[src/rtl/motor_pwm_driver_if.sv]
// motor_pwm_driver_if: steering-stage command inputs and H-bridge outputs of the motor PWM driver
//   en, widthChassis, direction : commands into the driver (master drives)
//   dir_out, pwm_a, pwm_b       : H-bridge direction and enable pins (slave drives)
//   state, period_tick          : status outputs (slave drives)
interface motor_pwm_driver_if;
    logic        en;
    logic [15:0] widthChassis;
    logic [3:0]  direction;
    logic [3:0]  dir_out;
    logic        pwm_a;
    logic        pwm_b;
    logic [1:0]  state;
    logic        period_tick;
    modport master (
        output en, widthChassis, direction,
        input  dir_out, pwm_a, pwm_b, state, period_tick
    );
    modport slave (
        input  en, widthChassis, direction,
        output dir_out, pwm_a, pwm_b, state, period_tick
    );
endinterface

[src/rtl/motor_pwm_driver.sv]
// motor_pwm_driver: ramped H-bridge PWM driver with dead-time coasting on direction reversal
//   clk   : system clock, rising edge
//   rst_n : asynchronous active-low reset
//   bus   : command inputs (en, widthChassis, direction) and outputs
//           (dir_out, pwm_a, pwm_b, state, period_tick)
module motor_pwm_driver #(
    parameter logic [15:0] PERIOD      = 16'd50000,
    parameter logic [15:0] DEAD_CYCLES = 16'd5000,
    parameter logic [15:0] RAMP_STEP   = 16'd2000
) (
    input logic               clk,
    input logic               rst_n,
    motor_pwm_driver_if.slave bus
);
    localparam logic [1:0] STOP = 2'b00, RUN = 2'b01, DEAD = 2'b10;
    logic [15:0] cnt, applied, dead_cnt, target, ramp_next;
    logic [16:0] ramped;
    logic [3:0]  dir_out;
    logic [1:0]  state;
    logic        pwm, period_tick, wrap, stop_req;
    always_comb begin
        wrap      = cnt == PERIOD - 16'd1;
        stop_req  = !bus.en || bus.direction == 4'b0000 || bus.widthChassis == 16'd0;
        target    = ({1'b0, bus.widthChassis} > {1'b0, PERIOD}) ? PERIOD : bus.widthChassis;
        ramped    = {1'b0, applied} + {1'b0, RAMP_STEP};
        // ramp only upward; a lower request is applied immediately at the wrap
        ramp_next = (target > applied) ? ((ramped > {1'b0, target}) ? target : ramped[15:0]) : target;
    end
    always_ff @(posedge clk or negedge rst_n) begin
        if (!rst_n) begin
            cnt         <= '0;
            applied     <= '0;
            dead_cnt    <= '0;
            state       <= STOP;
            dir_out     <= '0;
            pwm         <= 1'b0;
            period_tick <= 1'b0;
        end else begin
            cnt         <= wrap ? 16'd0 : cnt + 16'd1;
            period_tick <= wrap;
            pwm         <= state == RUN && cnt < applied;
            case (state)
                STOP: begin
                    applied <= '0;
                    if (!stop_req) begin
                        state   <= RUN;
                        dir_out <= bus.direction;
                    end
                end
                RUN: begin
                    if (stop_req) begin
                        state   <= STOP;
                        dir_out <= '0;
                        applied <= '0;
                    end else if (bus.direction != dir_out) begin
                        // coast with the bridge open before driving the new polarity
                        state    <= DEAD;
                        dead_cnt <= DEAD_CYCLES - 16'd1;
                        dir_out  <= '0;
                        applied  <= '0;
                    end else if (wrap) begin
                        applied <= ramp_next;
                    end
                end
                DEAD: begin
                    if (dead_cnt == 16'd0) begin
                        state   <= stop_req ? STOP : RUN;
                        dir_out <= stop_req ? 4'b0000 : bus.direction;
                    end else begin
                        dead_cnt <= dead_cnt - 16'd1;
                    end
                end
                default: begin
                    state   <= STOP;
                    dir_out <= '0;
                    applied <= '0;
                end
            endcase
        end
    end
    assign bus.dir_out     = dir_out;
    assign bus.pwm_a       = pwm;
    assign bus.pwm_b       = pwm;
    assign bus.state       = state;
    assign bus.period_tick = period_tick;
endmodule

[src/flat_wrapper.sv]
// flat-port wrapper written by rule: the top's interface ports become plain ports
module motor_pwm_driver_flat 
#(
    parameter logic [15:0] PERIOD      = 16'd50000,
    parameter logic [15:0] DEAD_CYCLES = 16'd5000,
    parameter logic [15:0] RAMP_STEP   = 16'd2000
)
  (clk, rst_n, bus_en, bus_widthChassis, bus_direction, bus_dir_out, bus_pwm_a, bus_pwm_b, bus_state, bus_period_tick);
  motor_pwm_driver_if bus_i ();
  input logic clk;
  input logic rst_n;
  input wire logic [$bits(bus_i.en)-1:0] bus_en;
  input wire logic [$bits(bus_i.widthChassis)-1:0] bus_widthChassis;
  input wire logic [$bits(bus_i.direction)-1:0] bus_direction;
  output wire logic [$bits(bus_i.dir_out)-1:0] bus_dir_out;
  output wire logic [$bits(bus_i.pwm_a)-1:0] bus_pwm_a;
  output wire logic [$bits(bus_i.pwm_b)-1:0] bus_pwm_b;
  output wire logic [$bits(bus_i.state)-1:0] bus_state;
  output wire logic [$bits(bus_i.period_tick)-1:0] bus_period_tick;
  assign bus_i.en = bus_en;
  assign bus_i.widthChassis = bus_widthChassis;
  assign bus_i.direction = bus_direction;
  assign bus_dir_out = bus_i.dir_out;
  assign bus_pwm_a = bus_i.pwm_a;
  assign bus_pwm_b = bus_i.pwm_b;
  assign bus_state = bus_i.state;
  assign bus_period_tick = bus_i.period_tick;
  motor_pwm_driver #(.PERIOD(PERIOD), .DEAD_CYCLES(DEAD_CYCLES), .RAMP_STEP(RAMP_STEP)) u_core (.clk(clk), .rst_n(rst_n), .bus(bus_i));
endmodule
[config.mk]
export PLATFORM = sky130hd
export DESIGN_NAME = motor_pwm_driver_flat
export DESIGN_NICKNAME = d
export VERILOG_FILES = /design/src/rtl/motor_pwm_driver_if.sv /design/src/rtl/motor_pwm_driver.sv /design/src/flat_wrapper.sv
export SDC_FILE = /design/constraint.sdc
export NUM_CORES = 1
export LEC_CHECK = 0
export ABC_CLOCK_PERIOD_IN_PS = 9600
export CAP_MARGIN = 20
export CORE_MARGIN = 2
export CORE_UTILIZATION = 49
export CTS_CLUSTER_DIAMETER = 100
export DETAILED_ROUTE_END_ITERATION = 6
export MAX_ROUTING_LAYER = met4
export PLACE_DENSITY = 0.68
export SYNTH_ARGS = -nofsm -noshare
export SYNTH_HDL_FRONTEND = slang
export SYNTH_SLANG_ARGS = --single-unit
export TNS_END_PERCENT = 5
[constraint.sdc]
create_clock -name clk -period 9.6 [get_ports clk]
set_clock_uncertainty 0.15 [all_clocks]
set_input_delay 1.92 -clock clk [delete_from_list [all_inputs] [get_ports clk]]
set_output_delay 1.92 -clock clk [all_outputs]
set_load 0.01 [all_outputs]
==> impl_metrics.csv, run 1 <==
group,metric,value,unit
power,p_switching,225.9,uW
power,intPower,401.3,uW
final_layout,utilization,56.70,%
worst_setup_path,cp_max_fo,15,
cts,clock_latency,320,ps
placed_design,gp_congestion,0.9050,
final_layout,drive_gt1_share,5.347,%
placed_design,pre_cts_slack,3439,ps
flow_run,maxCapViolCount,0,
cts,cts-resized-gates,0,
die,start_util,50.79,%
timing,rsz0062_at_grt,"false",
cts,post-cts-setup-buffer-count,0,
power,clock_power_share,22.2,%
timing,fmax,0.1718,GHz
cts,hold_buffers,0,
logic_synthesis,synth-async-reset-ratio,100.0,%
die,dieArea,9315,um2
worst_setup_path,endpoint_kind,"register",
logic_synthesis,synth_top_cell_by_area,"dfrtp_1",
global_routing,grt_max_degree,57,
worst_setup_path,required,9700,ps
final_layout,syn2layout_area_growth,11.63,%
cts,cts.sinks,56,
route,vias,3431,
logic_synthesis,postSynthAreaPerCell,8.811,um2
route,wl_met2,4444,um
logic_synthesis,yosysSeqAreaShare,33.41,%
logic_synthesis,syn_area,4194,um2
route,remaining_drc_errors,0,
logic_synthesis,synth.top_cell.area_share,33.41,%
worst_setup_path,worstSetupPathType,"input pin to register",
power,p_seq_share,45.5,%
timing,tns,0,ps
global_routing,gr-total-overflow,0,
worst_setup_path,critPathLaunchType,"input pin",
timing,setup_violations,0,
route,detail_route.iter0.violations,220,
global_routing,grt_pass1_wl,16010,um
status,status,"finished clean",
die,rows,33,
power,leakagePower,0.002055,uW
power,power_density,134.0,nW/um2
logic_synthesis,yosys_warnings,0,
global_routing,antenna_found_initial,0,
logic_synthesis,syn-num-nets,549,
timing,min_period,5821,ps
worst_setup_path,critPathArrivalTime,5920,ps
timing,tightest_slew,864.7,ps
global_routing,grt_pass1_vias,3460,
cts,cts_tree,"done",
power,p_sw_share,36.01,%
placed_design,dp_hpwl,7108,um
logic_synthesis,yosys-top-cells-area,"dfrtp_1 33%, ha_1 15%, xnor2_1 4.8%",
cts,cts_made_buffers,5,
route,wl,9140,um
logic_synthesis,synth.distinct_cells,58,
logic_synthesis,syn_inst,476,
route,wl_per_cell,14.98,um
die,ios,32,
timing,relSlewSlack,42.14,%
timing,fin_crit_sh,60.64,%
cts,clockBufferDepth,2,
final_layout,mostFrequentLayoutCells,"56 x dfrtp_1, 53 x nand2_1, 50 x ha_1",
final_layout,n_antenna_cell,0,
route,top_layer,"met4",
global_routing,grt_usage,22.65,%
timing,fin_ws,3779,ps
cts,path_clk_slew,110,ps
logic_synthesis,ys_ff_latch,56,
placed_design,place_area,4586,um2
cts,root_buffer,"clkbuf_8",
die,coreArea,8258,um2
route,antenna_left,0,
final_layout,mostFrequentLayoutCell,"dfrtp_1",
route,wl_met3,258,um
final_layout,nNetsFinal,577,
placed_design,port-buffer-count,31,
timing,final-max-slew-violation-count,0,
route,vias_per_cell,5.625,
cts,cts_htree_levels,2,
route,firstDrtPassIters,4,
route,drt-met1-wl,4322,um
power,combPwrFrac,32.3,%
timing,hold_viol_final,0,
power,ir_drop,106.9,uV
logic_synthesis,synth-edff-count,0,
worst_hold_path,min_path_type,"register to register",
die,die_h,96.52,um
logic_synthesis,synth_ff_type,"dfrtp_1",
final_layout,fin_area,4682,um2
die,die_x,96.52,um
-- cell type report --
class                           count  area [um2]
Fill cell                         740        3576
Clock buffer                        5       68.82
Tap cell                          105       131.4
Timing Repair Buffer               33       320.3
Multi-Input combinational cell    367        2579
Clock inverter                      3       27.53
Sequential cell                    56        1401
Inverter                           41       153.9
-- synth_stat cells (3+ instances only) --
library cell	count
dfrtp_1	56
nand2_1	53
ha_1	50
inv_1	41
nor2_1	39
a21oi_1	23
xnor2_1	23
o21ai_0	21
nand4_1	17
nor3_1	12
xor2_1	11
mux2i_1	10
nand3_1	10
nor2b_1	8
o2bb2ai_1	8
clkbuf_1	7
o21ai_1	7
o31ai_1	7
nand2b_1	5
nor4_2	5
a211oi_1	4
a21o_1	4
nor4_1	4
o22ai_1	4
and3_1	3
buf_2	3
o21bai_1	3
or4_1	3
-- cells by family (layout without fill, tap and decap cells) --
| family | Yosys count | count (layout) | synth area share (%) |
|---|---|---|---|
| flops | 56 | 56 | 33.41 |
| xor+xnor | 34 | 34 | 7.100 |
| mux | 10 | 10 | 2.387 |
| compound gates | 95 | 95 | 14.62 |
| simple gates | 178 | 178 | 22.46 |
| buf+inv | 53 | 82 | 5.102 |
| fa+ha+maj | 50 | 50 | 14.92 |
-- metal layers --
layer | GRT usage (%) | vias up
met5 | - | -
met3 | 3.569 | 9
met1 | 28.45 | 1624
met2 | 38.60 | 63
li1 | - | 1735
met4 | 5.282 | 0
-- flip-flops by register name (all words and copies together) (netlist names) --
register                flops
u_core.applied             16
u_core.bus.dir_out          4
u_core.bus.period_tick      1
u_core.bus.pwm_a            1
u_core.bus.state            2
u_core.cnt                 16
u_core.dead_cnt            16
-- worst paths after layout --
kind	from	end	slack, ps	cells past startpoint
worst min-delay path	u_core.dead_cnt[0]$_DFFE_PN0P_	u_core.dead_cnt[0]$_DFFE_PN0P_	330	1
worst max-delay path	bus_widthChassis[3]	u_core.applied[1]$_DFFE_PN0P_	3780	17
worst min register to register	u_core.dead_cnt[0]$_DFFE_PN0P_	u_core.dead_cnt[0]$_DFFE_PN0P_	330	1
min in group asynchronous	rst_n	u_core.applied[13]$_DFFE_PN0P_	1570	2
max in group asynchronous	rst_n	u_core.cnt[2]$_DFF_PN0_	7240	2
worst max register to register	u_core.applied[4]$_DFFE_PN0P_	u_core.applied[1]$_DFFE_PN0P_	5370	15
-- metrics by stage --
stage	cells	power, uW	hold slack [ps]
2_1_floorplan	476	420.6	289.6
5_1_grt	610	676.8	355.1
6_report	610	627.2	329.5
3_3_place_gp	602	486.8	304.1
4_1_cts	610	634.1	328.4
3_5_place_dp	602	491.7	311.2
-- power groups by stage --
| stage | registers (uW) | logic [uW] | clock network, uW |
|---|---|---|---|
| CTS | 286 | 203 | 146 |
| finish | 285 | 202 | 140 |
| detailed placement | 290 | 202 | 0 |
| global route | 291 | 230 | 156 |
| floorplan | 290 | 131 | 0 |
| global placement | 289 | 198 | 0 |
-- worst max-delay path, cell delays in order --
cell             delay (ps)
clkdlybuf4s50_1         440
nor4_2                  340
o21ai_0                 150
nand3_1                 110
a21o_1                  310
and2_1                  230
inv_1                    50
ha_1                    280
nand4_1                 110
or4_1                   530
nor2_1                  100
a21oi_1                  40
o21ai_1                  80
nand4_1                 400
buf_4                   380
o21ai_1                 280
o2bb2ai_1               160
Power figures use the tool's default switching activity.
==> run 2, diff against run 1 <==
ABC_CLOCK_PERIOD_IN_PS = 5670   (was 9600)
clock period = 5.67 ns   (was 9.6 ns; I/O delays follow)
==> run 2 against run 1 <==
  * Clock power up 69%
  * Largest power group unchanged
  * Register-to-register slack worse by 3500 ps
  * Routed wire length is 2.0% higher
  * Die area unchanged
  * Clock-buffer cell count unchanged
==> impl_metrics.csv, run 2 (synthesized netlist as in run 1, its figures left out) <==
group,metric,value,unit
worst_setup_path,crit_buf_inv,3,
placed_design,dp_hpwl,7266,um
worst_hold_path,hold_start,"u_core.dead_cnt[0]$_DFFE_PN0P_",
cts,hold_buffers,0,
route,wl_met3,418,um
worst_setup_path,slowest_delay,510,ps
global_routing,grt_max_degree,57,
route,detail_route.iter0.violations,141,
worst_setup_path,worstSetupPathType,"input pin to register",
power,power_density,227.6,nW/um2
cts,cts.sinks,56,
worst_setup_path,crit_chain,"clkdlybuf4s50_1 > nor4_2 > o21ai_0 > nand3_1 > a21o_1 > and2_1 > inv_1 > ha_1 > nand4_1 > or4_1 > nor2_1 > a21oi_1 > o21ai_1 > nand4_1 > buf_4 > o21ai_1 > o2bb2ai_1",
final_layout,nNetsFinal,577,
die,die_x,96.52,um
route,firstDrtPassIters,4,
worst_hold_path,min_path_type,"register to register",
power,p_seq_share,45.3,%
route,remaining_drc_errors,0,
route,wl_met2,4631,um
timing,min_period,4579,ps
timing,fmax,0.2184,GHz
status,status,"finished clean",
cts,cts_htree_levels,2,
timing,setup_violations,0,
route,vias,3458,
timing,hold_viol_final,0,
worst_setup_path,ff2ff_path_depth,14,
global_routing,grt_pass1_vias,3595,
route,antenna_left,0,
timing,rsz0062_at_grt,"false",
die,dieArea,9315,um2
flow_run,maxCapViolCount,0,
die,die_h,96.52,um
power,finalPower,1066,uW
worst_hold_path,min_delay_path_depth,1,
power,p_sw_share,36.17,%
placed_design,port-buffer-count,31,
cts,clockBufferDepth,2,
power,combPwrFrac,32.5,%
final_layout,mostFrequentLayoutCells,"56 x dfrtp_1, 53 x nand2_1, 50 x ha_1",
die,ios,32,
die,rows,33,
route,wl_per_cell,15.28,um
power,clock_power_share,22.1,%
worst_setup_path,crit_cells,17,
worst_setup_path,cp_max_fo,22,
placed_design,gp_congestion,0.8686,
power,intPower,680.1,uW
worst_setup_path,crit_slowest_cell,"or4_1",
global_routing,grt_pass1_wl,16260,um
route,top_layer,"met4",
worst_setup_path,endpoint_kind,"register",
route,drt-met1-wl,4206,um
final_layout,n_antenna_cell,0,
timing,tightest_slew,826.4,ps
final_layout,reg.largest.list,"u_core.applied (16), u_core.cnt (16), u_core.dead_cnt (16)",
cts,cts-resized-gates,0,
cts,path_clk_slew,110,ps
worst_setup_path,cp-startpoint,"bus_widthChassis[3]",
die,start_util,50.79,%
global_routing,antenna_found_initial,0,
worst_setup_path,critPathArrivalTime,4660,ps
route,vias_per_cell,5.669,
power,p_switching,385.4,uW
power,ir_drop,204.4,uV
final_layout,mostFrequentLayoutCell,"dfrtp_1",
final_layout,drive_gt1_share,5.347,%
global_routing,gr-total-overflow,0,
worst_setup_path,critPathLaunchType,"input pin",
worst_setup_path,worstReg2RegStart,"u_core.applied[6]$_DFFE_PN0P_",
timing,fin_crit_sh,80.75,%
cts,root_buffer,"clkbuf_8",
die,coreArea,8258,um2
cts,cts_made_buffers,5,
timing,relSlewSlack,44.71,%
timing,final-max-slew-violation-count,0,
route,wl,9322,um
cts,clock_latency,310,ps
timing,tns,0,ps
power,leakagePower,0.002055,uW
final_layout,utilization,56.70,%
cts,post-cts-setup-buffer-count,0,
global_routing,grt_usage,22.77,%
worst_setup_path,cp_top_family,"simple AND/OR/NAND/NOR gates",
cts,cts_tree,"done",
worst_setup_path,required,5760,ps
final_layout,syn2layout_area_growth,11.63,%
[run 2: area by class of cell]
class / count / area (um2)
inverters: 41 / 153.9
well taps: 105 / 131.4
multi-input cells: 367 / 2579
repair buffers: 33 / 320.3
fillers: 786 / 3576
flip-flops and latches: 56 / 1401
clock inverters: 3 / 27.53
clock buffers: 5 / 68.82
[run 2: worst paths after layout]
kind / to / slack [ps]
max reg2reg: u_core.applied[2]$_DFFE_PN0P_ / 1860
min: u_core.dead_cnt[0]$_DFFE_PN0P_ / 330
max: u_core.applied[2]$_DFFE_PN0P_ / 1090
min in group asynchronous: u_core.applied[14]$_DFFE_PN0P_ / 780
max in group asynchronous: u_core.bus.dir_out[1]$_DFFE_PN0P_ / 4100
min reg2reg: u_core.dead_cnt[0]$_DFFE_PN0P_ / 330
[run 2: stage by stage]
step                      cell area [um2]  std cells  hold slack, ps  worst slack, ps
after floorplan                      4194        476           289.6             1414
after global placement               4586        602           305.7            848.9
after detailed placement             4586        602           311.2            742.0
after CTS                            4682        610           326.2             1053
after global routing                 4682        610           355.2            725.8
final                                4682        610           325.6             1091
[run 2: per-layer routing]
layer	track usage (%)	vias to the layer above
li1	-	1732
met1	27.50	1647
met2	41.03	71
met3	3.181	8
met4	4.108	0
met5	-	-
[run 2: power groups by stage]
stage | clock network [uW] | logic [uW] | registers (uW)
after detailed placement | 0 | 347 | 490
after floorplan | 0 | 222 | 490
final | 236 | 347 | 483
after CTS | 241 | 349 | 483
after global placement | 0 | 337 | 490
after global routing | 254 | 391 | 491
==> run 3, diff against run 2 <==
ABC_CLOCK_PERIOD_IN_PS = 4200   (was 5670)
PLACE_DENSITY = 0.7   (was 0.68)
clock period = 4.2 ns   (was 5.67 ns; I/O delays follow)
==> run 3 against run 2 <==
  * Cell count up 4.9%
  * Clock power up 36%
  * Critical path depth up 3
  * Global-route usage up 0.57 points
  * Total power up 40%
  * Cell area up 7.0%
  * Worst hold slack worse by 170 ps
  * Core utilization up 4.0 points
  * Setup slack worse by 870 ps
==> impl_metrics.csv, run 3 (synthesized netlist as in run 1, its figures left out) <==
group,metric,value,unit
status,status,"finished clean",
final_layout,syn2layout_area_growth,19.42,%
placed_design,place_area,4786,um2
final_layout,nNetsFinal,607,
power,p_switching,538.5,uW
die,start_util,50.79,%
power,ir_drop,263.3,uV
worst_setup_path,cp_top_family,"buffers and inverters",
cts,cts_tree,"done",
final_layout,utilization,60.65,%
final_layout,drive_gt1_share,11.40,%
worst_setup_path,crit_buf_inv,6,
placed_design,dp_hpwl,7534,um
final_layout,mostFrequentLayoutCell,"dfrtp_1",
timing,setup_violations,0,
cts,cts.sinks,56,
die,coreArea,8258,um2
worst_setup_path,endpoint_kind,"register",
timing,final-max-slew-violation-count,0,
timing,hold_viol_final,0,
route,remaining_drc_errors,0,
final_layout,reg.largest.list,"u_core.applied (16), u_core.cnt (16), u_core.dead_cnt (16)",
die,die_h,96.52,um
die,rows,33,
worst_setup_path,worstSetupPathType,"input pin to register",
power,combPwrFrac,34.9,%
die,ios,32,
global_routing,grt_pass1_wl,16660,um
worst_setup_path,cp_max_fo,11,
power,leakagePower,0.002276,uW
worst_setup_path,crit_chain,"clkdlybuf4s50_1 > nand2_1 > o21ai_1 > nand3_1 > a21o_1 > buf_4 > nand2b_1 > inv_1 > ha_1 > nand4_1 > or4_1 > nor2_1 > a21oi_1 > o21ai_1 > nand4_1 > buf_4 > buf_12 > o21ai_1 > buf_4 > o2bb2ai_1",
cts,hold_buffers,0,
route,wl,9734,um
timing,fin_crit_sh,94.65,%
timing,min_period,3975,ps
worst_setup_path,slowest_delay,490,ps
global_routing,grt_max_degree,44,
timing,tightest_slew,611.1,ps
final_layout,fin_area,5009,um2
route,wl_per_cell,15.21,um
cts,path_clk_slew,110,ps
worst_hold_path,min_path_type,"input pin to asynchronous set/reset pin",
final_layout,mostFrequentLayoutCells,"56 x dfrtp_1, 53 x nand2_1, 49 x ha_1",
timing,fmax,0.2516,GHz
placed_design,port-buffer-count,31,
flow_run,maxCapViolCount,0,
power,p_seq_share,43.7,%
placed_design,gp_congestion,0.9136,
worst_setup_path,reg2reg_to,"u_core.applied[3]$_DFFE_PN0P_",
cts,cts_made_buffers,5,
cts,root_buffer,"clkbuf_8",
worst_setup_path,ff2ff_path_depth,17,
route,vias_per_cell,5.627,
cts,clockBufferDepth,2,
worst_setup_path,critPathLaunchType,"input pin",
worst_setup_path,regToRegSetupSlack,350,ps
die,die_x,96.52,um
global_routing,gr-total-overflow,0,
global_routing,grt_usage,23.35,%
route,antenna_left,0,
route,detail_route.iter0.violations,140,
cts,clock_latency,310,ps
final_layout,n_antenna_cell,0,
die,dieArea,9315,um2
worst_setup_path,cp-startpoint,"bus_widthChassis[4]",
route,vias,3601,
worst_setup_path,critPathArrivalTime,4070,ps
timing,relSlewSlack,58.73,%
worst_setup_path,required,4300,ps
power,power_density,298.8,nW/um2
worst_setup_path,crit_slowest_cell,"or4_1",
power,p_sw_share,35.98,%
global_routing,grt_pass1_vias,3666,
global_routing,antenna_found_initial,0,
worst_setup_path,crit_cells,20,
worst_setup_path,cp-endpoint,"u_core.applied[3]$_DFFE_PN0P_",
cts,cts_htree_levels,2,
power,intPower,958.2,uW
worst_setup_path,worstReg2RegStart,"u_core.applied[4]$_DFFE_PN0P_",
route,firstDrtPassIters,4,
power,clock_power_share,21.4,%
[run 3: changes by cell type in the layout (fill, tap and decap cells not counted), moves of 2 or more]
cell and delta:
buf_4 +26, dlymetal6s2s_1 +5, buf_12 +2, nand2b_4 +2, clkdlybuf4s50_1 -5, nand2b_1 -2
[run 3: worst min path at each step]
stage | slack, ps | to | depth (start not counted) | from
final | 160 | u_core.applied[14]$_DFFE_PN0P_ | 1 | rst_n
after global routing | 160 | u_core.applied[13]$_DFFE_PN0P_ | 1 | rst_n
after CTS | 320 | u_core.dead_cnt[0]$_DFFE_PN0P_ | 1 | u_core.dead_cnt[0]$_DFFE_PN0P_
after detailed placement | 310 | u_core.dead_cnt[0]$_DFFE_PN0P_ | 1 | u_core.dead_cnt[0]$_DFFE_PN0P_
after global placement | 300 | u_core.dead_cnt[0]$_DFFE_PN0P_ | 1 | u_core.dead_cnt[0]$_DFFE_PN0P_
after floorplan | 290 | u_core.dead_cnt[0]$_DFFE_PN0P_ | 1 | u_core.dead_cnt[0]$_DFFE_PN0P_
[run 3: cell type report]
| type | count | area [um2] |
|---|---|---|
| clock buffers | 5 | 68.82 |
| clock inverters | 3 | 27.53 |
| fillers | 724 | 3249 |
| inverters | 41 | 153.9 |
| multi-input cells | 367 | 2621 |
| flip-flops and latches | 56 | 1401 |
| well taps | 105 | 131.4 |
| repair buffers | 63 | 604.3 |
[run 3: per-stage QoR]
stage | TNS [ps] | total power (uW) | instances | hold slack [ps] | worst slack (ps)
after floorplan | 0 | 961.4 | 476 | 289.6 | 237.7
after detailed placement | -1730 | 1163 | 627 | 307.1 | -143.0
after global placement | -794.3 | 1146 | 627 | 304.2 | -78.30
after global routing | -2.383 | 1594 | 640 | 158.3 | -2.383
final | 0 | 1497 | 640 | 156.7 | 224.8
after CTS | 0 | 1482 | 635 | 322.1 | 181.4
[run 3: worst register-to-register path, cell delays in order (launching register included)]
cell       delay, ps
dfrtp_1          430
ha_1             270
nor3_1           400
nand3_1          280
nand2_1          150
xnor2_1          100
ha_1             310
nand4_1          130
or4_1            520
nor2_1           100
a21oi_1           40
o21ai_1           90
nand4_1          100
buf_4            170
buf_12           150
o21ai_1          130
buf_4            150
o2bb2ai_1        110
[run 3: power groups by stage]
stage	Clock [uW]	Sequential (uW)	Combinational, uW
3_3_place_gp	0	661	485
3_5_place_dp	0	663	499
4_1_cts	326	653	503
5_1_grt	345	663	587
6_report	321	654	522
2_1_floorplan	0	662	300
[run 3: timing repair]
item                                    in CTS  in global routing
endpoints found under the setup margin       0                 16
hold endpoints to repair                     0                  0
setup buffers                                0                  2
gates resized for setup                      0                 11
[run 3: per-layer routing]
layer / GRT usage (%) / vias up / routed length [um]
li1: - / 1796 / -
met1: 28.61 / 1726 / 4477
met2: 40.57 / 70 / 4795
met3: 3.724 / 9 / 358
met4: 5.516 / 0 / 104
met5: - / - / 0
